$ cat src/rtl/cdc_handshake_rx_if.sv
// Bundle for the receive side of a toggle req/ack crossing: the remote sender's
// req/data/ack plus the local valid/ready delivery and status outputs.
interface cdc_handshake_rx_if #(
    parameter int WIDTH     = 32,
    parameter int CNT_WIDTH = 16
);
    logic                 req_async;
    logic [WIDTH-1:0]     data_async;
    logic                 ack_toggle;
    logic [WIDTH-1:0]     out_data;
    logic                 out_valid;
    logic                 out_ready;
    logic                 err_unstable;
    logic                 err_overrun;
    logic [CNT_WIDTH-1:0] xfer_count;

    // The master side is the sender together with the local consumer.
    modport master (
        output req_async, data_async, out_ready,
        input  ack_toggle, out_data, out_valid, err_unstable, err_overrun, xfer_count
    );

    modport slave (
        input  req_async, data_async, out_ready,
        output ack_toggle, out_data, out_valid, err_unstable, err_overrun, xfer_count
    );
endinterface

$ cat src/rtl/cdc_handshake_rx.sv
// Destination-domain controller for a toggle req/ack multi-bit crossing: synchronises
// the request toggle, qualifies the quasi-static data, delivers it and returns an ack toggle.
module cdc_handshake_rx #(
    parameter int SYNC_DEPTH    = 2,
    parameter int WIDTH         = 32,
    parameter int STABLE_CYCLES = 2,
    parameter int CNT_WIDTH     = 16
) (
    input logic              clk,
    input logic              rst,
    cdc_handshake_rx_if.slave bus
);
    localparam int            CW       = $clog2(STABLE_CYCLES + 1);
    localparam logic [CW-1:0] CNT_ONE  = CW'(1);
    localparam logic [CW-1:0] CNT_LAST = CW'(STABLE_CYCLES - 1);

    typedef enum logic [1:0] {IDLE, SETTLE, HOLD} state_t;

    state_t               state_q, state_d;
    logic [SYNC_DEPTH-1:0] syncChain_q;
    logic                 reqSyncDly_q;
    logic                 reqPrev_q, reqPrev_d;
    logic [WIDTH-1:0]     data_q;
    logic [WIDTH-1:0]     sample_q, sample_d;
    logic [CW-1:0]        cnt_q, cnt_d;
    logic [WIDTH-1:0]     outData_q, outData_d;
    logic                 outValid_q, outValid_d;
    logic                 ackToggle_q, ackToggle_d;
    logic                 errUnstable_q, errUnstable_d;
    logic                 errOverrun_q, errOverrun_d;
    logic [CNT_WIDTH-1:0] xferCount_q, xferCount_d;

    logic reqSync;
    logic reqEdge;

    assign reqSync = syncChain_q[SYNC_DEPTH-1];
    assign reqEdge = reqSync ^ reqPrev_q;

    always_ff @(posedge clk) begin
        if (rst) begin
            syncChain_q   <= '0;
            reqSyncDly_q  <= 1'b0;
            data_q        <= '0;
            state_q       <= IDLE;
            reqPrev_q     <= 1'b0;
            sample_q      <= '0;
            cnt_q         <= '0;
            outData_q     <= '0;
            outValid_q    <= 1'b0;
            ackToggle_q   <= 1'b0;
            errUnstable_q <= 1'b0;
            errOverrun_q  <= 1'b0;
            xferCount_q   <= '0;
        end else begin
            syncChain_q   <= {syncChain_q[SYNC_DEPTH-2:0], bus.req_async};
            reqSyncDly_q  <= reqSync;
            data_q        <= bus.data_async;
            state_q       <= state_d;
            reqPrev_q     <= reqPrev_d;
            sample_q      <= sample_d;
            cnt_q         <= cnt_d;
            outData_q     <= outData_d;
            outValid_q    <= outValid_d;
            ackToggle_q   <= ackToggle_d;
            errUnstable_q <= errUnstable_d;
            errOverrun_q  <= errOverrun_d;
            xferCount_q   <= xferCount_d;
        end
    end

    always_comb begin
        state_d       = state_q;
        reqPrev_d     = reqPrev_q;
        sample_d      = sample_q;
        cnt_d         = cnt_q;
        outData_d     = outData_q;
        outValid_d    = outValid_q;
        ackToggle_d   = ackToggle_q;
        errUnstable_d = 1'b0;
        xferCount_d   = xferCount_q;
        // Any req movement while busy is a protocol violation by the sender; sticky until reset.
        errOverrun_d  = errOverrun_q | ((state_q != IDLE) & (reqSync ^ reqSyncDly_q));

        unique case (state_q)
            IDLE: begin
                if (reqEdge) begin
                    reqPrev_d = reqSync;
                    sample_d  = data_q;
                    cnt_d     = CNT_ONE;
                    if (STABLE_CYCLES == 1) begin
                        outData_d  = data_q;
                        outValid_d = 1'b1;
                        state_d    = HOLD;
                    end else begin
                        state_d = SETTLE;
                    end
                end
            end
            SETTLE: begin
                if (data_q == sample_q) begin
                    if (cnt_q == CNT_LAST) begin
                        outData_d  = sample_q;
                        outValid_d = 1'b1;
                        state_d    = HOLD;
                    end else begin
                        cnt_d = cnt_q + CNT_ONE;
                    end
                end else begin
                    sample_d      = data_q;
                    cnt_d         = CNT_ONE;
                    errUnstable_d = 1'b1;
                end
            end
            HOLD: begin
                if (outValid_q && bus.out_ready) begin
                    outValid_d  = 1'b0;
                    ackToggle_d = ~ackToggle_q;
                    xferCount_d = xferCount_q + CNT_WIDTH'(1);
                    state_d     = IDLE;
                end
            end
            default: state_d = IDLE;
        endcase
    end

    assign bus.ack_toggle   = ackToggle_q;
    assign bus.out_data     = outData_q;
    assign bus.out_valid    = outValid_q;
    assign bus.err_unstable = errUnstable_q;
    assign bus.err_overrun  = errOverrun_q;
    assign bus.xfer_count   = xferCount_q;
endmodule

$ cat src/flat_wrapper.sv
// flat-port wrapper written by rule: the top's interface ports become plain ports
module cdc_handshake_rx_flat 
#(
    parameter int SYNC_DEPTH    = 2,
    parameter int WIDTH         = 32,
    parameter int STABLE_CYCLES = 2,
    parameter int CNT_WIDTH     = 16
)
  (clk, rst, bus_req_async, bus_data_async, bus_out_ready, bus_ack_toggle, bus_out_data, bus_out_valid, bus_err_unstable, bus_err_overrun, bus_xfer_count);
  cdc_handshake_rx_if #(.WIDTH(WIDTH), .CNT_WIDTH(CNT_WIDTH)) bus_i ();
  input logic clk;
  input logic rst;
  input wire logic [$bits(bus_i.req_async)-1:0] bus_req_async;
  input wire logic [$bits(bus_i.data_async)-1:0] bus_data_async;
  input wire logic [$bits(bus_i.out_ready)-1:0] bus_out_ready;
  output wire logic [$bits(bus_i.ack_toggle)-1:0] bus_ack_toggle;
  output wire logic [$bits(bus_i.out_data)-1:0] bus_out_data;
  output wire logic [$bits(bus_i.out_valid)-1:0] bus_out_valid;
  output wire logic [$bits(bus_i.err_unstable)-1:0] bus_err_unstable;
  output wire logic [$bits(bus_i.err_overrun)-1:0] bus_err_overrun;
  output wire logic [$bits(bus_i.xfer_count)-1:0] bus_xfer_count;
  assign bus_i.req_async = bus_req_async;
  assign bus_i.data_async = bus_data_async;
  assign bus_i.out_ready = bus_out_ready;
  assign bus_ack_toggle = bus_i.ack_toggle;
  assign bus_out_data = bus_i.out_data;
  assign bus_out_valid = bus_i.out_valid;
  assign bus_err_unstable = bus_i.err_unstable;
  assign bus_err_overrun = bus_i.err_overrun;
  assign bus_xfer_count = bus_i.xfer_count;
  cdc_handshake_rx #(.SYNC_DEPTH(SYNC_DEPTH), .WIDTH(WIDTH), .STABLE_CYCLES(STABLE_CYCLES), .CNT_WIDTH(CNT_WIDTH)) u_core (.clk(clk), .rst(rst), .bus(bus_i));
endmodule
$ cat config.mk
export PLATFORM = sky130hd
export DESIGN_NAME = cdc_handshake_rx_flat
export DESIGN_NICKNAME = d
export VERILOG_FILES = /design/src/rtl/cdc_handshake_rx_if.sv /design/src/rtl/cdc_handshake_rx.sv /design/src/flat_wrapper.sv
export SDC_FILE = /design/constraint.sdc
export NUM_CORES = 1
export LEC_CHECK = 0
export ABC_AREA = 1
export BUFFER_PORTS_ARGS = -buffer_cell sky130_fd_sc_hd__buf_2
export CAP_MARGIN = 10
export CORE_ASPECT_RATIO = 0.7
export CORE_UTILIZATION = 50
export CTS_CLUSTER_SIZE = 28
export DETAILED_ROUTE_END_ITERATION = 6
export PLACE_DENSITY = 0.78
export SLEW_MARGIN = 20
export SYNTH_ARGS = -nofsm -noshare
export SYNTH_HDL_FRONTEND = slang
export SYNTH_SLANG_ARGS = --single-unit
$ cat constraint.sdc
create_clock -name clk -period 1.55 [get_ports clk]
set_input_delay 0.0775 -clock clk [delete_from_list [all_inputs] [get_ports clk]]
set_output_delay 0.0775 -clock clk [all_outputs]
set_load 0.02 [all_outputs]
# Yosys cells after proc, flatten, opt, wreduce, memory -nomap -nowiden
# Index checks and enable logic that the tools add are counted.
# word_totals
register_bits	124
latchBits	0
ram_bits	0
mem_bits_ro	0
inputBits	36
output_inout_bits	52
word_cells	60
mem_count	0
# classes
addsub	2
multipliers	0
n_div	0
magnitude_cmp	0
n_eq_ne	10
shift	0
muxes	16
n_bitwise	6
reduce_logical	13
# op_table
cell	count
32-bit two-way mux	2
32-bit case mux with 2 select lines	1
32-bit == test	1
16-bit by 1-bit adder with 16-bit output (second input constant)	1
2-bit two-way mux	6
3-bit AND reduction	3
2-bit by 1-bit inequality test with 1-bit output (second input constant)	4
4-bit AND reduction	2
2-bit case mux with 3 select lines	1
2-bit nonzero test	3
2-bit by 1-bit == test with 1-bit output (second input constant)	2
1-bit two-way mux	4
2-bit case mux with 2 select lines	1
2-bit AND reduction	2
3-bit inequality test (second input constant)	1
2-bit by 1-bit adder with 2-bit output (second input constant)	1
2-bit == test (second input constant)	1
2-bit logical NOT	1
2-bit inequality test (second input constant)	1
1-bit inverter	2
1-bit case mux with 2 select lines	1
2-bit OR reduction	1
1-bit bitwise XOR	2
1-bit AND	1
2 further kinds	2

# Logic depth before layout (Yosys ltp)
# depth
word_depth	4
depth_mapped	13
mapped_depth_nobuf	12

# Worst setup path before layout
# No wires, ideal clock.
# synth_timing
path_type	register -> register
from	reg u_core.outValid_q, in the netlist u_core.bus.out_valid
to	reg u_core.xferCount_q[14], in the netlist u_core.bus.xfer_count[14]
setup_time_ps	116
t_arrival_ps	1556
required_ps	1434
slack_ps	-122
path_stages_with_launch	9
synth_period_minus_slack_ps	1672
path_cell_list	dfxtp_1 > nand2_1 > nor2_2 > nand3_1 > nor2_1 > nand4_1 > or2_0 > o21ai_0 > nor2_1
# synth_between
elab_chain_len	2
# synth_rtl
element	line	text
start: declaration	cdc_handshake_rx.sv:27	logic outValid_q, outValid_d;
start signal: assignment	cdc_handshake_rx.sv:63	outValid_q <= outValid_d;
1-bit logical AND	cdc_handshake_rx.sv:115	if (outValid_q && bus.out_ready) begin
2-bit AND reduction (no source line)	-	
end signal: assignment	cdc_handshake_rx.sv:67	xferCount_q <= xferCount_d;
end: declaration	cdc_handshake_rx.sv:31	logic [CNT_WIDTH-1:0] xferCount_q, xferCount_d;
# Every way passes these cells.
# A chain may end at the register's enable or synchronous reset.

# Worst setup path in the final report
# layout_timing
from	reg u_core.sample_q[20]
to	reg u_core.sample_q[5]
# layout_between
elab_chain_len	3
# layout_rtl
element	line	text
start: declaration	cdc_handshake_rx.sv:24	logic [WIDTH-1:0] sample_q, sample_d;
start signal: assignment	cdc_handshake_rx.sv:60	sample_q <= sample_d;
32-bit == test	cdc_handshake_rx.sv:100	if (data_q == sample_q) begin
2-bit inequality test (no source line)	-	
3-bit AND reduction (no source line)	-	
# Every way passes these cells.

==> results.cfg <==
[global_route]
antenna_found_initial = 0
grt_max_degree = 45
gr-total-overflow = 0
track_usage_pct = 24.4
first_global_vias = 4688
grt_pass1_wl_mm = 21.1

[setup_path]
crit_chain = xnor2_1 -> nand2_1 -> nor2_2 -> nand2_2 -> nor2_4 -> nand2_2 -> nand2_8 -> clkbuf_16 -> nand3_1 -> nand2_1 -> nor2_1
crit_family = simple AND/OR/NAND/NOR gates
crit_start = u_core.sample_q[20]
cpMaxStageDelayCell = dfxtp_2
worstPathArrival_ns = 2.07
end_kind = flip-flop
cp-start-kind = flip-flop
r2r_start = u_core.sample_q[20]
max_stage_delay_ns = 0.33
crit_type = flip-flop to flip-flop
r2r_slack_ns = -0.22
cp_max_fo = 13
crit_buf_inv = 1
required_ns = 1.85

[drt]
viasPerCell = 4.77
ant_nets = 0
routedWlPerCell_um = 12.6
wl_mm = 13.6
dr.pass1.iters = 6
vias = 5153
drc = 0
drt_iter0_drc = 368

[hold_path]
min_path_type = input pin to flip-flop
hp-start = bus_out_ready

[power]
p_int_uw = 6960
clock_power_share_pct = 45.0
ir_worst_vdd_mv = 0.850
p_leak_uw = 0.00393
power.total_uw = 9250
p_sw_share_pct = 24.8
pwr-share-seq_pct = 38.5
p_sw_uw = 2290
powerDensity_mw_per_mm2 = 1230
p_comb_share_pct = 16.5

[synthesis]
syn_area_mm2 = 0.00527
syn-num-nets = 801
yosys-top-cells-area = dfxtp_1 47%, nand2_1 12%, nor2_1 11%
yosysUniqueCellTypes = 28
ys_seq_area_share_pct = 47.1
ys_ff_latch = 124
yosysWarnings = 0
synth_top_area_share_pct = 47.1
synthCells = 763
synth_top_cell_by_area = dfxtp_1
syn_area_per_cell_um2 = 6.91

[final_layout]
final_cell_mix = 158 x nand2_1, 134 x nor2_1, 125 x inv_1, 108 x dfxtp_1, 87 x buf_2
final_common_cell = nand2_1
syn_to_final_growth_pct = 42.7
num_antenna_cells = 0
fin_cells = 1080
drive_above_1_share_pct = 27.1
nets = 979
nFillCells = 688

[timing]
setup_tns_ns = -11.63
min_period_ns = 1.77
finalSetupViolations = 71
hold_violations = 0
setup_ws_ns = -0.221
drv_slew = 0
grt_setup_unrepaired = yes
relSlewSlack_pct = 64.6
max_freq_ghz = 0.565
finalHoldWorstSlack_ns = 0.0412
fin_skew_ns = 0.00581
worstMarginPinSlew_ns = 0.531
fin_crit_sh_pct = 114

[die]
core_area_mm2 = 0.00995
io_pins = 88
fp.dieW_um = 125
rows = 30
die_height_um = 87.9
initial_utilization_pct = 53.0
die_area_mm2 = 0.0110

[cts]
cts_tree = done
worstSkewPairLatency_ns = 0.41
numCtsBuffers = 17
cts-root-buf = clkbuf_16
htree_levels = 4
clockBufferDepth = 2
clk_pin_slew_ns = 0.05
clock-sinks = 124

[run_status]
violations = negative setup slack
status = finished, violations left

[placed_design]
place_congestion = 0.841
hpwl_mm = 7.67
dp_cells = 1007
io_buffers = 87

[run]
maxCapViolCount = 0
-- final cells by class --
cell class | instances | area [um^2] | area share, %
Timing Repair Buffer | 193 | 1460 | 19.4
Multi-Input combinational cell | 475 | 2300 | 30.5
Clock inverter | 8 | 140 | 1.86
Clock buffer | 22 | 474 | 6.30
Inverter | 130 | 488 | 6.49
Sequential cell | 124 | 2510 | 33.3
Tap cell | 128 | 160 | 2.13
-- kinds of logic after synthesis --
group | Yosys count | share of synthesized area, %
xor+xnor | 25 | 4.15
compound gates | 67 | 6.72
flops | 124 | 47.1
simple gates | 381 | 29.2
fa+ha+maj | 2 | 0.475
buf+inv | 164 | 12.4
-- stage by stage --
stage	worst slack, ns	instance area, um^2	utilization (%)
floorplan	0.0186	5280	-
global placement	-0.0482	6210	62.5
detailed placement	-0.110	6210	62.5
CTS	-0.118	7280	73.1
global route	-0.311	7520	75.6
finish	-0.221	7520	75.6
-- cells in the mapped netlist --
master      n
a21o_1      1
a21oi_1    49
buf_1       9
buf_2       8
buf_4       1
buf_6       3
clkbuf_1   13
dfxtp_1   124
ha_1        2
inv_1     128
inv_2       2
nand2_1   170
nand2_2     1
nand3_1    38
nand3b_1    1
nand4_1     5
nand4_4     1
nor2_1    153
nor2_2      6
nor3_1      4
nor3b_1     1
o21ai_0    13
o21ba_2     1
o21bai_1    2
o221a_2     1
or2_0       1
xnor2_1    24
xor2_1      1
-- per-layer routing --
| metal | global-route usage [%] | vias up | routed length, um |
|---|---|---|---|
| met5 | 0 | - | 0 |
| met4 | 8.43 | 0 | 247 |
| met3 | 6.41 | 27 | 629 |
| met2 | 41.0 | 153 | 6440 |
| met1 | 30.7 | 2343 | 6330 |
| li1 | - | 2630 | - |
-- flip-flops by register name, summed over array words and instances, names as in the netlist --
signal / count
u_core.reqSyncDly_q: 1
u_core.bus.err_unstable: 1
u_core.bus.err_overrun: 1
u_core.syncChain_q: 2
u_core.bus.out_valid: 1
u_core.reqPrev_q: 1
u_core.bus.ack_toggle: 1
u_core.cnt_q: 2
u_core.state_q: 2
u_core.sample_q: 32
u_core.data_q: 32
u_core.bus.out_data: 32
u_core.bus.xfer_count: 16
-- tightest hold or removal path, cell delays in order --
cell,delay (ns)
buf_2,0.13
nand2_2,0.07
nand3_1,0.06
a21oi_1,0.06
-- power groups by stage --
| stage | logic, uW | clock network, uW | registers [uW] |
|---|---|---|---|
| after floorplan | 779 | 0 | 3590 |
| after global routing | 1690 | 4380 | 3580 |
| after CTS | 1340 | 4200 | 3540 |
| after detailed placement | 1240 | 0 | 3600 |
| final | 1530 | 4160 | 3560 |
| after global placement | 1220 | 0 | 3590 |
-- timing repair --
| item | 4_1_cts | 5_1_grt |
|---|---|---|
| endpoints found under the setup margin | 72 | 74 |
| hold buffers | 33 | 0 |
| setup buffers | 3 | 2 |
| cloned | 1 | 5 |
| pin swaps | 10 | 24 |
| resized for setup | 29 | 46 |
| endpoints found under the hold margin | 33 | 0 |
-- worst paths after layout --
kind | to | cells past startpoint
worst min register to register | u_core.syncChain_q[1] | 2
worst min-delay path | u_core.state_q[1] | 4
worst max register to register | u_core.sample_q[5] | 11
worst max-delay path | u_core.sample_q[5] | 11
(Power assumes the default switching activity.)
